`src/rtl/controle_busca_pkg.sv`:
```
// Shared definitions for the instruction fetch controller: FSM states,
// default geometry and the halt-word constant.
package controle_busca_pkg;

  localparam int unsigned AW_DEF = 4;
  localparam int unsigned DW_DEF = 32;

  // All-zero instruction word treated as a halt when halt detection is built in
  localparam logic [DW_DEF-1:0] HALT_WORD = '0;

  typedef enum logic {
    BUSCA  = 1'b0,
    PARADO = 1'b1
  } estado_t;

endpackage

```
`src/rtl/controle_busca.sv`:
```
// Instruction fetch controller: drives the external ROM address, registers
// the fetched word for decode with a valid/ready handshake, and handles
// redirects (desvio). Optional macro HALT_ON_ZERO_EN enables halting on an
// all-zero instruction word; reinicia then restarts fetch at address 0.
module controle_busca
  import controle_busca_pkg::*;
#(
  parameter int unsigned AW = AW_DEF,
  parameter int unsigned DW = DW_DEF
) (
  input  logic          clk,
  input  logic          reset,
  output logic [AW-1:0] endereco,
  input  logic [DW-1:0] instr_rom,
  input  logic          desvio,
  input  logic [AW-1:0] alvo,
  output logic [DW-1:0] instr,
  output logic [AW-1:0] pc,
  output logic          valido,
  input  logic          pronto,
  output logic          parado,
  input  logic          reinicia
);

`ifdef HALT_ON_ZERO_EN
  localparam logic [DW-1:0] HALT = DW'(HALT_WORD);
`endif

  estado_t       state, state_n;
  logic [AW-1:0] fetch_pc, fetch_n;
  logic [DW-1:0] instr_q, instr_n;
  logic [AW-1:0] pc_q, pc_n;
  logic          valido_q, valido_n;

  // State and datapath registers, cleared asynchronously
  always_ff @(posedge clk or posedge reset) begin
    if (reset) begin
      state    <= BUSCA;
      fetch_pc <= '0;
      instr_q  <= '0;
      pc_q     <= '0;
      valido_q <= 1'b0;
    end else begin
      state    <= state_n;
      fetch_pc <= fetch_n;
      instr_q  <= instr_n;
      pc_q     <= pc_n;
      valido_q <= valido_n;
    end
  end

  // Next-state logic: redirect beats load, load happens when the output slot
  // is empty or being consumed, otherwise everything holds (stall)
  always_comb begin
    state_n  = state;
    fetch_n  = fetch_pc;
    instr_n  = instr_q;
    pc_n     = pc_q;
    valido_n = valido_q;
    unique case (state)
      BUSCA: begin
        if (desvio) begin
          // Any coincident transfer has completed; the held word is dropped
          fetch_n  = alvo;
          valido_n = 1'b0;
        end else if (!valido_q || pronto) begin
`ifdef HALT_ON_ZERO_EN
          if (instr_rom == HALT) begin
            valido_n = 1'b0;
            state_n  = PARADO;
          end else
`endif
          begin
            instr_n  = instr_rom;
            pc_n     = fetch_pc;
            valido_n = 1'b1;
            fetch_n  = fetch_pc + AW'(1);
          end
        end
      end
      PARADO: begin
        if (reinicia) begin
          fetch_n  = '0;
          valido_n = 1'b0;
          state_n  = BUSCA;
        end
      end
      default: state_n = BUSCA;
    endcase
  end

  assign endereco = fetch_pc;
  assign instr    = instr_q;
  assign pc       = pc_q;
  assign valido   = valido_q;
  assign parado   = (state == PARADO);

endmodule

```
`config.mk`:
```
export PLATFORM = sky130hd
export DESIGN_NAME = controle_busca
export DESIGN_NICKNAME = d
export VERILOG_FILES = /design/src/rtl/controle_busca_pkg.sv /design/src/rtl/controle_busca.sv
export SDC_FILE = /design/constraint.sdc
export NUM_CORES = 1
export LEC_CHECK = 0
export ABC_AREA = 1
export CAP_MARGIN = 5
export CELL_PAD_IN_SITES_DETAIL_PLACEMENT = 0
export CELL_PAD_IN_SITES_GLOBAL_PLACEMENT = 1
export CORE_MARGIN = 2
export CORE_UTILIZATION = 30
export CTS_CLUSTER_SIZE = 10
export DETAILED_ROUTE_END_ITERATION = 16
export PLACE_DENSITY_LB_ADDON = 0.1
export REMOVE_ABC_BUFFERS = 1
export SETUP_SLACK_MARGIN = 0.15
export SYNTH_ARGS = -nofsm -noshare
export SYNTH_HDL_FRONTEND = slang
export SYNTH_SLANG_ARGS = --single-unit
export TNS_END_PERCENT = 1
```
`constraint.sdc`:
```
create_clock -name clk -period 1.4 [get_ports clk]
set_input_delay 0.21 -clock clk [delete_from_list [all_inputs] [get_ports clk]]
set_output_delay 0.21 -clock clk [all_outputs]
set_load 0.02 [all_outputs]
```
==> reports/metrics.cfg <==
[power]
seqPwrFrac_pct = 45.6
power_mw = 3.188
p_comb_share_pct = 30.2
leakagePower_nw = 1.539
power_switching_share_pct = 32.11
internal_power_mw = 2.164
pwr-share-clk_pct = 24.2
ir_worst_vdd_mv = 0.4362
power_density_nw_per_um2 = 1074
power_switching_mw = 1.024

[timing]
setup_viol = 0
finalHoldViolCount = 0
rsz0062_at_grt = true
post-route-period-util_pct = 87.34
final-max-slew-violation-count = 0
worst_pin_slew_ns = 0.3003
fmax_mhz = 817.8
period_needed_ns = 1.223
fin_skew_ns = 0.008215
slew_headroom_pct = 79.98
worst_slack_ns = 0.1772

[finish]
syn_to_final_growth_pct = 55.13
final_core_utilization_pct = 47.55
final_cell_area_um2 = 2968
nets = 337
layoutNonFillerInstCount = 373
drive_gt1_share_pct = 21.96
diodes = 0
fill_cells = 654

[worst_setup_path]
crit_buf_inv = 1
critPathCaptureType = output port
crit_chain = dlygate4sd2_1
r2r_end = endereco[1]
worstPathArrival_ns = 1.01
critPathTopFamily = flip-flops
critPathMaxStageDelay_ns = 0.40
slowest_stage = dfrtp_1
worst_setup_path_start_kind = flop
r2r_cells = 4
required_ns = 1.19
reg2reg_slack_ns = 0.18
critPathKind = flop to output port
crit-reg2reg-launch = endereco[0]
critPathMaxFanout = 2

[job]
maxCapViolCount = 0

[yosys]
synth_most_common_cell = nand2_1
post_synth_instance_area_um2 = 1913
synth_warnings = 0
async_flop_share_pct = 100.0
yosysSeqAreaShare_pct = 54.94
synth_common_cells = nand2_1 (49), inv_1 (44), dfrtp_1 (42)
synth_edf_count = 0
synth_cell_types = 17
ys_top_cells_by_area = dfrtp_1 (55%), o21ai_2 (16%), nand2_1 (9.6%)
ys.flop_type = dfrtp_1
synth_top_cell_by_area = dfrtp_1
netlist_instances = 198
synth_seq_cells = 42
netlist.area_leader.share_pct = 54.94
syn_area_per_cell_um2 = 9.662

[clock_tree]
cts_buffers = 5
cts_tree = built
cts_htree_levels = 2
clk_latency_ns = 0.29
ctsHoldBuffers = 0
path_clk_slew_ns = 0.09
clockBufferDepth = 2
cts_sinks = 42
cts-root-buf = clkbuf_8

[drt]
via_per_inst = 4.086
drt_iter0_drc = 55
drtAntennaViolNets = 0
drt_wl_total_mm = 4.186
num_vias = 1524
first_pass_iters = 4
avgRoutedWirePerCell_um = 11.22
drc = 0

[placement]
dp_hpwl_mm = 3.001
dp_slack_ns = -0.05853
port_buffers = 82
place.gp.congestion = 0.7656
place_area_um2 = 2863
place_inst = 362

[global_routing]
grt_usage_pct = 12.10
grt_pass1_vias = 1492
grt_pass1_wl_mm = 6.900
antenna_found_initial = 0
grt_max_degree = 36
grt_remaining_overflow = 0

[floorplan]
fp.dieH_um = 83.86
dieArea_um2 = 7032
placementRows = 29
core_um2 = 6241
pin_count = 83
fp.dieW_um = 83.86
start_util_pct = 30.65

[status]
outcome = complete, no violations

[hold_path]
hold_class = input pin to asynchronous set/reset pin

==> registers in the layout, indices dropped and copies added (netlist names) <==
| register | flops |
|---|---|
| instr | 32 |
| endereco | 4 |
| pc | 4 |
| parado | 1 |
| valido | 1 |
==> worst max path at each step <==
stage	slack [ns]	cells after the start	to	from
after global placement	-0.04	5	instr[7]	pronto
final	0.18	1	instr[23]	instr[23]
after global routing	0.1	4	endereco[1]	endereco[1]
after CTS	0.16	4	endereco[1]	endereco[0]
after detailed placement	-0.06	5	instr[31]	pronto
after floorplan	-0.76	3	instr[27]	valido
==> metal layers <==
metal / vias to the layer above / share of wire [%] / GRT usage, %
met5: - / 0 / 0
met4: 0 / 0.91 / 3.959
met3: 4 / 4.8 / 3.462
met2: 44 / 48 / 19.49
met1: 681 / 46 / 15.72
li1: 795 / - / -
==> cell type report <==
cell class / instances / area, um2 / area share [%]
Tap cell: 77 / 96.34 / 3.246
Timing Repair Buffer: 97 / 950.9 / 32.04
Clock buffer: 5 / 68.82 / 2.319
Inverter: 44 / 165.2 / 5.565
Clock inverter: 3 / 21.27 / 0.7167
Sequential cell: 42 / 1051 / 35.41
Multi-Input combinational cell: 105 / 614.3 / 20.70
==> logic make-up after synthesis <==
kind of cell | count (synthesis) | synth area share (%)
adder cells (fa/ha/maj) | 1 | 0.6539
flip-flops | 42 | 54.94
buffers and inverters | 51 | 12.95
AND/OR/NAND/NOR | 60 | 12.62
AO/OA/AOI/OAI | 44 | 18.84
==> cells in the final DEF (no fill, tap or decap), types with 3 or more instances in the layout <==
cell / n
dfrtp_1: 42
inv_1: 42
o21ai_2: 34
buf_12: 3
nand3_1: 5
clkdlybuf4s50_1: 40
dlygate4sd2_1: 37
o21ai_0: 5
clkbuf_8: 5
nand2_1: 49
buf_4: 9
==> metrics by stage <==
stage / TNS (ns) / hold slack, ns
detailed placement: -1.204 / 0.4680
global placement: -0.9191 / 0.4656
CTS: 0 / 0.2760
finish: 0 / 0.2721
global route: 0 / 0.2889
floorplan: -26.94 / 0.3090
==> power groups by stage <==
stage	registers [mW]	logic, mW	clock network (mW)
global route	1.48	1.05	0.869
CTS	1.46	0.953	0.817
global placement	1.49	1.06	0
finish	1.45	0.963	0.772
detailed placement	1.49	1.06	0
floorplan	1.69	0.297	0
==> repair_timing <==
action,in CTS,in global routing
cloned,0,2
endpoints found under the setup margin,43,44
pin swaps,0,3
setup buffers,0,1
resized for setup,50,5
Note: power is estimated with default switching activity, not from simulation.
